<file path="config.mk">
export PLATFORM = sky130hd
export DESIGN_NAME = fetch_stage
export DESIGN_NICKNAME = d
export VERILOG_FILES = /design/src/rtl/fetch_stage_pkg.sv /design/src/rtl/fetch_queue.sv /design/src/rtl/fetch_stage.sv
export SDC_FILE = /design/constraint.sdc
export NUM_CORES = 1
export LEC_CHECK = 0
export BUFFER_PORTS_ARGS = -buffer_cell sky130_fd_sc_hd__buf_2
export CAP_MARGIN = 20
export CORE_MARGIN = 2
export CORE_UTILIZATION = 49
export CTS_CLUSTER_SIZE = 30
export DETAILED_ROUTE_END_ITERATION = 10
export PLACE_DENSITY = 0.75
export SYNTH_ARGS = -nofsm -noshare
export SYNTH_HDL_FRONTEND = slang
export SYNTH_HIERARCHICAL = 1
export SYNTH_SLANG_ARGS = --single-unit
</file>
<file path="constraint.sdc">
create_clock -name clk -period 4.1 [get_ports clk]
set_input_delay 0.82 -clock clk [delete_from_list [all_inputs] [get_ports clk]]
set_output_delay 0.82 -clock clk [all_outputs]
set_load 0.005 [all_outputs]
</file>
<file path="src/rtl/fetch_stage_pkg.sv">
// Shared fetch types: ROM address / word typedefs and the queue entry.
// FETCH_MISALIGN_CHECK_EN adds a per-entry misaligned flag.
package fetch_stage_pkg;

  localparam int unsigned ADDR_W = 32;
  localparam int unsigned INSN_BYTES = 4;

  typedef logic [ADDR_W-1:0] RomAddress;
  typedef logic [31:0] UWord;

  typedef struct packed {
    RomAddress pc;
    UWord insn;
`ifdef FETCH_MISALIGN_CHECK_EN
    logic misaligned;
`endif
  } FetchEntry;

  // PC value actually loaded from a reset or redirect target.
  function automatic RomAddress pc_load(RomAddress a);
`ifdef FETCH_MISALIGN_CHECK_EN
    return a;
`else
    return {a[ADDR_W-1:2], 2'b00};
`endif
  endfunction

endpackage

</file>
<file path="src/rtl/fetch_queue.sv">
// In-order FIFO of FetchEntry with synchronous flush.
// Ports: clk, reset_n, push, pop, flush, wdata, rdata (head), count.
import fetch_stage_pkg::*;

module fetch_queue #(
  parameter int unsigned DEPTH = 2,
  localparam int unsigned PW = $clog2(DEPTH),
  localparam int unsigned CW = PW + 1
) (
  input  logic          clk,
  input  logic          reset_n,
  input  logic          push,
  input  logic          pop,
  input  logic          flush,
  input  FetchEntry     wdata,
  output FetchEntry     rdata,
  output logic [CW-1:0] count
);

  FetchEntry mem [DEPTH];
  logic [PW-1:0] rd_ptr;
  logic [PW-1:0] wr_ptr;

  assign rdata = mem[rd_ptr];

  // DEPTH is a power of two, so pointer overflow is the wrap.
  always_ff @(posedge clk or negedge reset_n) begin
    if (!reset_n) begin
      rd_ptr <= '0;
      wr_ptr <= '0;
      count  <= '0;
      for (int i = 0; i < int'(DEPTH); i++) begin
        mem[i] <= '0;
      end
    end else if (flush) begin
      rd_ptr <= '0;
      wr_ptr <= '0;
      count  <= '0;
    end else begin
      if (push) begin
        mem[wr_ptr] <= wdata;
        wr_ptr <= wr_ptr + 1'b1;
      end
      if (pop) begin
        rd_ptr <= rd_ptr + 1'b1;
      end
      case ({push, pop})
        2'b10:   count <= count + 1'b1;
        2'b01:   count <= count - 1'b1;
        default: count <= count;
      endcase
    end
  end

endmodule

</file>
<file path="src/rtl/fetch_stage.sv">
// Fetch front end: PC, ROM address, fetch queue, decode handshake.
// Ports: clk, reset_n, rom_address/rom_data, redirect/redirect_pc,
// halt, out_valid/out_ready, out_pc, out_insn
// (+ out_misaligned with FETCH_MISALIGN_CHECK_EN).
import fetch_stage_pkg::*;

module fetch_stage #(
  parameter RomAddress   RESET_PC    = '0,
  parameter int unsigned QUEUE_DEPTH = 2
) (
  input  logic      clk,
  input  logic      reset_n,
  output RomAddress rom_address,
  input  UWord      rom_data,
  input  logic      redirect,
  input  RomAddress redirect_pc,
  input  logic      halt,
  output logic      out_valid,
  input  logic      out_ready,
  output RomAddress out_pc,
`ifdef FETCH_MISALIGN_CHECK_EN
  output logic      out_misaligned,
`endif
  output UWord      out_insn
);

  localparam int unsigned CW = $clog2(QUEUE_DEPTH) + 1;
  localparam logic [CW-1:0] FULL = CW'(QUEUE_DEPTH);

  RomAddress pc;
  logic [CW-1:0] count;
  logic push;
  logic pop;
  FetchEntry wdata;
  FetchEntry head;

  assign rom_address = pc;
  assign out_valid = (count != '0);

  assign pop  = out_valid & out_ready & ~redirect;
  // A pop frees the head slot, so a full queue can still accept.
  assign push = ~redirect & ~halt & ((count < FULL) | pop);

  always_comb begin
    wdata = '0;
    wdata.pc = pc;
    wdata.insn = rom_data;
`ifdef FETCH_MISALIGN_CHECK_EN
    wdata.misaligned = (pc[1:0] != 2'b00);
`endif
  end

  always_ff @(posedge clk or negedge reset_n) begin
    if (!reset_n) begin
      pc <= pc_load(RESET_PC);
    end else if (redirect) begin
      pc <= pc_load(redirect_pc);
    end else if (push) begin
      pc <= pc + RomAddress'(INSN_BYTES);
    end
  end

  fetch_queue #(
    .DEPTH (QUEUE_DEPTH)
  ) u_queue (
    .clk     (clk),
    .reset_n (reset_n),
    .push    (push),
    .pop     (pop),
    .flush   (redirect),
    .wdata   (wdata),
    .rdata   (head),
    .count   (count)
  );

  // Stale slots are hidden so an empty queue reads as zero.
  assign out_pc   = out_valid ? head.pc : '0;
  assign out_insn = out_valid ? head.insn : '0;
`ifdef FETCH_MISALIGN_CHECK_EN
  assign out_misaligned = out_valid & head.misaligned;
`endif

endmodule

</file>
---- Yosys cells after proc, flatten, opt, wreduce, memory -nomap -nowiden ----
Cells that the tools add are included.
cells by class
  $add $sub $neg .......................... 5
  order comparisons ....................... 4
  equal/unequal tests ..................... 2
  muxes and demuxes ....................... 16
  bitwise gates (word level) .............. 9
  reductions and logical operators ........ 6
operators by type and width
  kind                   number
  $mux 64                4
  $bwmux 128             1
  $mux 32                4
  $demux 64 s1           1
  $add 32x3->32 const B  1
  $reduce_bool 2->1      3
  $and 1x1->1            4
  $ge 2x2->1 const B     2
  $mux 1                 4
  $not 1->2              2
  $pmux 2 s2             1
  $reduce_bool 3->1      1
  $add 1x1->1 const B    2
  $add 2x1->2 const B    1
  $eq 2x1->1 const B     1
  $eq 2x2->1 const B     1
  $lt 2x1->1 const B     1
  $lt 2x2->1 const B     1
  $mux 2                 1
  $not 1->1              2
  $reduce_and 2->1       1
  $sub 2x1->2 const B    1
  $logic_and 1x1->1      1
  $or 1x1->1             1
word-level totals
  register bits ........................... 164
  input port bits ......................... 69
  output and inout port bits .............. 97
  word-level logic and storage cells ...... 50

---- Depth between registers and ports, before layout ----
Gate-level depths: netlist of run 1.
  word-level depth ........................ 8
  depth in mapped cells ................... 7
  gate-level depth less buffers ........... 6

---- Modules after synthesis ----
The synthesis of run 1 kept the hierarchy.
modules (own cells, without submodules)
  module       times used  cells an instance  area an instance (um^2)  seq. area each (um^2)
  fetch_queue  1           359                6033.3                   3303.2
  fetch_stage  1           269                2182.1                   750.7

---- Least setup slack after synthesis of run 1 ----
Ideal clock, no wire load.
  path type ............................... input port to flip-flop
  start ................................... input port redirect
  end ..................................... register u_queue/mem[100] (netlist bit)
  library setup time ...................... 125 ps
  arrival time ............................ 2575 ps
  slack ................................... 1400 ps
  cell stages on the path ................. 7
  path through ............................ clkbuf_1 -> clkbuf_1 -> nor3_1 -> nor3b_2 -> buf_6 -> buf_12 -> mux2_4
on the way
  word-level cells in the longest chain between the ends .. 5
  elaborated cells on any way between the ends .. 6
RTL lines
  element                              line               source
  start: declaration                   fetch_stage.sv:15  input logic redirect,
  $not 1->1 (no source line) *         -
  $and 1x1->1                          fetch_stage.sv:40  assign pop = out_valid & out_ready & ~redirect;
  $or 1x1->1                           fetch_stage.sv:42  assign push = ~redirect & ~halt & ((count < FULL) | pop);
  $and 1x1->1 *                        fetch_stage.sv:42
  via push                             fetch_stage.sv:32  logic push;
  $reduce_and 2->1 (no source line) *  -
  end signal: indexed assignment       fetch_queue.sv:41  mem[wr_ptr] <= wdata;
  end: declaration                     fetch_queue.sv:20  FetchEntry mem [DEPTH];
The timed path passes the listed nets; every way through them passes the cells marked *.
A chain may end at the register's enable or synchronous reset.

---- Worst setup path in the final report of run 1 ----
  start ................................... register u_queue.count[0]
  end ..................................... output port out_insn[29]
on the way
  word-level cells in the longest chain between the ends .. 2
RTL lines
  element                   line               source
  start: declaration        fetch_queue.sv:17  output logic [CW-1:0] count
  start signal: assignment  fetch_queue.sv:48  2'b10: count <= count + 1'b1;
  start signal: assignment  fetch_queue.sv:49  2'b01: count <= count - 1'b1;
  start signal: assignment  fetch_queue.sv:50  default: count <= count;
  $reduce_bool 2->1         fetch_stage.sv:38  assign out_valid = (count != '0);
  $mux 32                   fetch_stage.sv:78  assign out_insn = out_valid ? head.insn : '0;
  end: declaration          fetch_stage.sv:24  output UWord out_insn
No other way between the ends.

==> summary.md, run 1 <==
| Metric | Value |
|---|---|
| IO Port Bufs | `161` |
| Initial antenna violation count | `1` |
| Reg power frac | `0.457` |
| Rel. slew slack | `0.427` |
| CTS Root Cell | `clkbuf_16` |
| Area post-placement | `0.00911 sq mm` |
| First-pass GRT wire length | `27.8 mm` |
| Clock Power Share | `0.311` |
| Initial core utilization | `0.499` |
| Max VDD drop | `302 uV` |
| Type of the most critical hold path | `primary input to async pin` |
| Tightest Pin Transition | `853 ps` |
| Total chip power | `4.92 mW` |
| Post-route antenna net violation count | `0` |
| RD Place Congestion | `0.789` |
| R2R setup slack | `1600 ps` |
| Req. time, crit path | `3280 ps` |
| Logic pwr share | `0.232` |
| # H-tree levels | `4` |
| Row count | `47` |
| Core footprint | `0.0165 sq mm` |
| Tcrit/Tclk final | `0.716` |
| DRT iter0 DRCs | `235` |
| DIE HEIGHT | `133 microns` |
| Setup bufs post-CTS | `0` |
| FMAX | `341 MHz` |
| CP Capture Type | `primary output` |
| Post-Syn Area | `0.00822 sq mm` |
| Reg2Reg Depth | `5` |
| Worst Setup SP | `u_queue/count[0]$_DFFE_PN0P_` |
| Share of cells above drive strength 1 | `0.509` |
| Largest net degree at the start of global routing | `90` |
| GRT Residual Overflow | `0` |
| Psw | `1.27 mW` |
| DR vias/cell | `5.16` |
| Arr. time, crit path | `2120 ps` |
| Clk slew on worst S/H paths | `60 ps` |
| P&R area growth vs syn | `17.9%` |
| Startpoint types | `flop` |
| Syn Area/Cell | `13.1 sq um` |
| Pwr/cell area | `508 mW/mm^2` |
| Drt first pass iters | `4` |
| Status | `completed` |
| DP Wirelength | `11.1 mm` |
| Mapped Cells | `628` |
| Max clock buf depth | `2` |
| Inst Count DP | `988` |
| Number of global-route vias before repair | `5276` |
| Final Hold Fails | `0` |
| Clk sinks | `162` |
| YS warnings | `6` |
| Setup crit end | `out_insn[29]` |
| Max Slew Vio Count | `0` |
| Post-CTS Resized | `0` |
| DRC | `0` |
| Num CTS Buffers | `17` |
| Setup TNS | `0 ps` |
| DR WL/cell | `16.8 microns` |
| Final min period | `2940 ps` |
| RSZ-0062 raised after global routing | `no` |
| Full die area | `0.0178 sq mm` |
| Finished Cell Area | `0.00969 sq mm` |
| Clk Latency, worst-skew pair | `420 ps` |
| Sw Share | `0.258` |
| Crit Path Max Fanout | `41` |
| CTS tree | `done` |
| WS Path Type | `flop to primary output` |
| Total Wirelength | `17.1 mm` |
| Reg-to-Reg End | `u_queue/mem[115]$_DFFE_PN0P_` |
| I/O pins | `166` |
| Vias | `5260` |
| Worst r2r src | `u_queue/count[1]$_DFFE_PN0P_` |
| Int Power | `3.65 mW` |
| Cell Count, Final, Fillers Out | `1020` |
| Number of max-cap violations | `0` |
| Fill cells | `1347` |
| Synth Register Bits | `162` |
| Synth unique cells | `37` |
| Setup violators final | `0` |
| Tot GR Track Use | `0.197` |
| Cts hold-fix bufs | `0` |
| Clk_skew | `8.03 ps` |
| Die W | `133 microns` |
| Seq/Total Area, Yosys | `0.493` |
| Post-layout net count | `857` |
| Leakage | `4.60 nW` |
-- state kept, by name, indices dropped and copies added (netlist names) --
register,cells
u_queue/count,2
rom_address,30
u_queue/rd_ptr,1
u_queue/mem,128
u_queue/wr_ptr,1
-- logic make-up after synthesis --
kind of cell / count (synthesis) / synth area share
XOR/XNOR: 32 / 0.0341
flip-flops: 162 / 0.493
AND/OR/NAND/NOR: 166 / 0.117
AO/OA/AOI/OAI: 30 / 0.0184
other: 1 / 0.000456
adder cells (fa/ha/maj): 1 / 0.00152
buffers and inverters: 41 / 0.0405
multiplexers: 195 / 0.295
-- layer usage --
metal,global-route usage,part of all wire,vias up
met3,0.0502,0.054,16
met1,0.276,0.47,2604
met4,0.0496,0.010,0
met5,0,0,-
met2,0.309,0.46,151
li1,-,-,2489
-- worst min path at each step --
stage                                  end  slack (ps)
3_3_place_gp   u_queue/mem[55]$_DFFE_PN0P_         480
6_report       u_queue/mem[89]$_DFFE_PN0P_         470
5_1_grt        u_queue/mem[53]$_DFFE_PN0P_         510
4_1_cts        u_queue/mem[53]$_DFFE_PN0P_         500
2_1_floorplan  u_queue/mem[10]$_DFFE_PN0P_         470
3_5_place_dp   u_queue/mem[53]$_DFFE_PN0P_         490
-- cell usage after synthesis (all sizes together) --
cell type / n / area share
and3b: 1 / 0.0012
mux2: 194 / 0.29
buf: 25 / 0.033
or3: 3 / 0.0023
and2: 66 / 0.050
xnor2: 12 / 0.013
nand2: 37 / 0.017
nor3b: 3 / 0.0033
nor4: 6 / 0.0079
nand3b: 1 / 0.00091
inv: 3 / 0.0014
a31oi: 1 / 0.00076
nand3: 12 / 0.0073
dfrtp: 162 / 0.49
or4b: 1 / 0.0012
and3: 3 / 0.0023
xor2: 20 / 0.021
or2: 1 / 0.00076
ha: 1 / 0.0015
nor2: 12 / 0.0055
nor2b: 1 / 0.0017
conb: 1 / 0.00046
nand4: 14 / 0.012
o21ai: 29 / 0.018
nor3: 4 / 0.0024
clkbuf: 13 / 0.0059
nand2b: 1 / 0.00076
mux2i: 1 / 0.0012
-- critical path: stages (launching register included) --
cell and delay (ps):
dfrtp_1 390, or2_2 640, buf_4 360, and2_1 180
buf_2 120
-- stage by stage --
stage | hold slack, ps | utilization | setup WS, ps
2_1_floorplan | 474 | - | 1400
3_3_place_gp | 481 | 0.553 | 1220
3_5_place_dp | 488 | 0.553 | 1160
4_1_cts | 502 | 0.588 | 1070
5_1_grt | 510 | 0.588 | 1000
6_report | 471 | 0.588 | 1160
-- power by group through the flow --
stage	clock network [mW]	logic (mW)	registers, mW
4_1_cts	1.56	1.16	2.24
6_report	1.53	1.14	2.25
2_1_floorplan	0	0.853	2.19
3_5_place_dp	0	1.15	2.26
3_3_place_gp	0	1.13	2.25
5_1_grt	1.65	1.26	2.29
-- placed cells by master, fill, tap and decap left out, types with 17 or more instances in the layout --
cell       synthesis  final
dfrtp_1          162    161
mux2_4            60     60
and2_1            66     66
buf_2              8    160
mux2_2           134    134
nand2_1           37     37
o21ai_0           28     28
xor2_1            20     20
clkbuf_16          0     17
-- layout make-up --
type	instances	area [sq um]	area share
antenna	1	2.50	0.000258
clock buffer	23	498	0.0514
clock inverter	8	76.3	0.00788
inverter	3	11.3	0.00116
multi-input combinational	430	3850	0.398
sequential	162	4060	0.419
tap	220	275	0.0284
timing repair buffer	173	915	0.0944
Note: power is estimated with default switching activity, not from simulation.
==> inputs of run 2 (changes only) <==
Settings changed: ABC_AREA from default to 1.
Clock period 4.1 ns to 2.95 ns, I/O delays scaled along.
==> run 2 against run 1 <==
  * Die area up 6.5%
  * Largest cell class unchanged
  * Sequential share of layout area is 2.2 points lower
  * Utilization shrank 0.14 points
  * Global-route usage rose by 1.9 points
  * Critical endpoint is now out_pc[20]
  * Clock power rose by 39%
  * Sequential power increased by 36%
==> summary.md, run 2 <==
| Metric | Value |
|---|---|
| Crit Path Max Fanout | `57 (+39%)` |
| Clk sinks | `162 (unchanged)` |
| Most frequent cells in the layout | `nand2_1 (274), inv_1 (173), dfrtp_1 (161), buf_2 (160), nor2_1 (100)` |
| Top cells by area, synth | `dfrtp_1 (46%), nand2_1 (12%), mux2_2 (8.2%), inv_1 (7.4%), o21ai_2 (5.8%)` |
| CTS tree | `done` |
| Max VDD drop | `417 uV (+38%)` |
| CP delay by family, top | `buffers and inverters` |
| CP max stage delay | `520 ps (-120 ps)` |
| Pwr/cell area | `670 mW/mm^2 (+32%)` |
| Full die area | `0.0190 sq mm (+6.5%)` |
| Setup TNS | `0 ps (unchanged)` |
| Startpoint types | `flop` |
| RD Place Congestion | `0.918 (+16%)` |
| Post-layout net count | `1279 (+49%)` |
| Syn Area/Cell | `8.21 sq um (-37%)` |
| Cell Count, Final, Fillers Out | `1446 (+42%)` |
| Largest net degree at the start of global routing | `81 (-10%)` |
| Arr. time, crit path | `1940 ps (-180 ps)` |
| DR WL/cell | `13.4 microns (-20%)` |
| Post-synth top cells | `nand2_1 (274), inv_1 (173), dfrtp_1 (162), nor2_1 (101), o21ai_1 (74)` |
| First-pass GRT wire length | `32.3 mm (+16%)` |
| Fill cells | `1601 (+19%)` |
| Type of the most critical hold path | `primary input to async pin` |
| Post-route antenna net violation count | `0 (unchanged)` |
| Tot GR Track Use | `0.216 (+0.0187)` |
| Async S/R FF share, synth | `1.00 (unchanged)` |
| Rel. slew slack | `0.612 (+0.185)` |
| Tightest Pin Transition | `583 ps (-270 ps)` |
| # H-tree levels | `4 (unchanged)` |
| DP Wirelength | `13.0 mm (+17%)` |
| I/O pins | `166 (unchanged)` |
| Final min period | `2530 ps` |
| Worst r2r src | `u_queue/count[1]$_DFFE_PN0P_` |
| Clock Power Share | `0.311 (about the same)` |
| WS Path Type | `flop to primary output` |
| Most common cell in the netlist | `nand2_1` |
| Clk Latency, worst-skew pair | `420 ps (about the same)` |
| Initial antenna violation count | `0 (-1)` |
| Setup violators final | `0 (unchanged)` |
| CP Capture Type | `primary output` |
| DRT iter0 DRCs | `455 (+94%)` |
| P&R area growth vs syn | `16.6%` |
| Tcrit/Tclk final | `0.859` |
| Psw | `2.08 mW (+64%)` |
| Initial core utilization | `0.503 (+0.00451)` |
| Num CTS Buffers | `17 (unchanged)` |
| DR vias/cell | `4.88 (-5.3%)` |
| Max clock buf depth | `2 (unchanged)` |
| IO Port Bufs | `161 (unchanged)` |
| Mapped Cells | `1068 (+70%)` |
| Vias | `7060 (+34%)` |
| Yosys top cell area share | `0.462 (-0.0311)` |
| Post-CTS Resized | `0 (unchanged)` |
| Setup bufs post-CTS | `0 (unchanged)` |
| Reg with most FFs | `u_queue/mem` |
| Worst Setup SP | `u_queue/rd_ptr$_DFFE_PN0P_` |
| Req. time, crit path | `2360 ps (-920 ps)` |
| Cts hold-fix bufs | `0 (unchanged)` |
| Total Wirelength | `19.4 mm (+13%)` |
| Worst Path Buf+Inv | `3 (+1)` |
| Clk_skew | `13.2 ps (+5.19 ps)` |
| Int Power | `4.76 mW (+30%)` |
| Post-Syn Area | `0.00877 sq mm (+6.7%)` |
| Sw Share | `0.304 (+0.0467)` |
| Logic pwr share | `0.241 (+0.009)` |
| Drt first pass iters | `5 (+1)` |
| DRC | `0 (unchanged)` |
| Share of cells above drive strength 1 | `0.278 (-0.231)` |
| Final Hold Fails | `0 (unchanged)` |
| Critical path's slowest cell | `dfrtp_2` |
| Reg power frac | `0.448 (-0.009)` |
| EDFF count, synth | `0 (unchanged)` |
| GRT Residual Overflow | `0 (unchanged)` |
| Clk slew on worst S/H paths | `60 ps (about the same)` |
| CTS Root Cell | `clkbuf_16` |
| Prevailing post-synth register cell | `dfrtp_1` |
| Status | `completed` |
| Core footprint | `0.0174 sq mm (+5.8%)` |
| YS warnings | `6 (unchanged)` |
| Synth unique cells | `35 (-5.4%)` |
| Most common cell after layout, fill and taps aside | `nand2_1` |
| RSZ-0062 raised after global routing | `no` |
| Seq/Total Area, Yosys | `0.462 (-0.0311)` |
| Synth area leader | `dfrtp_1` |
| DIE HEIGHT | `138 microns (+3.2%)` |
| Synth Register Bits | `162 (unchanged)` |
| Number of global-route vias before repair | `6820 (+29%)` |
| Row count | `48 (+2.1%)` |
| Leakage | `5.34 nW (+16%)` |
| Die W | `138 microns (+3.2%)` |
| Max Slew Vio Count | `0 (unchanged)` |
| Critical path, cell by cell | `buf_12 > mux2_2 > inv_1 > nor2_1 > buf_2` |
| FMAX | `395 MHz` |
| Max FFs per register | `128 (unchanged)` |
| Inst Count DP | `1415 (+43%)` |
| Ant diodes | `0 (-1)` |
| Number of max-cap violations | `0 (unchanged)` |
-- run 2: changes by cell type after synthesis, moves of 60 or more --
cell     previous run  this run
inv_1               3       173
mux2_4             60         0
o21ai_1             1        74
and2_1             66         2
nor2_1             12       101
mux2_2            134        64
nand2_1            37       274
-- run 2: cells by family (layout without fill, tap and decap cells) --
logic type      Yosys count  after routing  share of synthesized area
buf+inv                 228            378                      0.119
simple gates            446            446                      0.209
flops                   162            162                      0.462
xor+xnor                  4              4                    0.00400
compound gates          162            162                      0.122
mux                      64             64                     0.0822
other cells               1              4                   0.000428
fa+ha+maj                 1              1                    0.00143
-- run 2: per-layer routing --
metal  global-route usage  part of all wire  vias up  routed length [microns]
li1                     -                 -     3615                        -
met1                0.285              0.47     3241                     9030
met2                0.355              0.47      176                     9040
met3               0.0416             0.047       28                      921
met4               0.0771             0.022        0                      428
met5                    0                 0        -                        0
-- run 2: final cells by class --
type	instances	area [sq um]	share of cell area
clock buffers	21	450	0.0441
multi-input cells	681	3710	0.363
flip-flops and latches	162	4060	0.397
clock inverters	10	111	0.0109
repair buffers	171	950	0.0929
well taps	225	282	0.0275
inverters	176	668	0.0654
-- run 2: power by group through the flow --
| stage | Clock, mW | Combinational [mW] | Sequential, mW |
|---|---|---|---|
| 2_1_floorplan | 0 | 1.20 | 3.00 |
| 6_report | 2.13 | 1.65 | 3.07 |
| 3_3_place_gp | 0 | 1.62 | 3.07 |
| 5_1_grt | 2.26 | 1.91 | 3.14 |
| 4_1_cts | 2.17 | 1.68 | 3.06 |
| 3_5_place_dp | 0 | 1.66 | 3.09 |
-- run 2: worst register-to-register path: cells and delay by family, from the launching register on --
family          cells  cell delay [ps]
simple gates        4              650
buf+inv             2              580
flops               1              440
compound gates      1               90
-- run 2: worst paths after layout --
kind	to	slack, ps	cells past startpoint
max in group asynchronous	u_queue/mem[55]$_DFFE_PN0P_	1890	2
setup reg to reg	u_queue/mem[90]$_DFFE_PN0P_	1030	7
min in group clk	rom_address[7]$_DFFE_PN0P_	380	3
hold / removal	rom_address[5]$_DFFE_PN0P_	110	1
setup / recovery	out_pc[20]	420	5
hold reg to reg	u_queue/mem[65]$_DFFE_PN0P_	480	2
-- run 2: through the flow --
step | hold WS (ps) | setup WS (ps) | util | area (sq um) | power, mW
after global routing | 142 | 311 | 0.587 | 10200 | 7.31
after global placement | 461 | 724 | 0.555 | 9660 | 4.68
after CTS | 129 | 390 | 0.587 | 10200 | 6.91
after detailed placement | 464 | 672 | 0.555 | 9660 | 4.76
final | 110 | 417 | 0.587 | 10200 | 6.85
after floorplan | 294 | 1070 | - | 8780 | 4.20
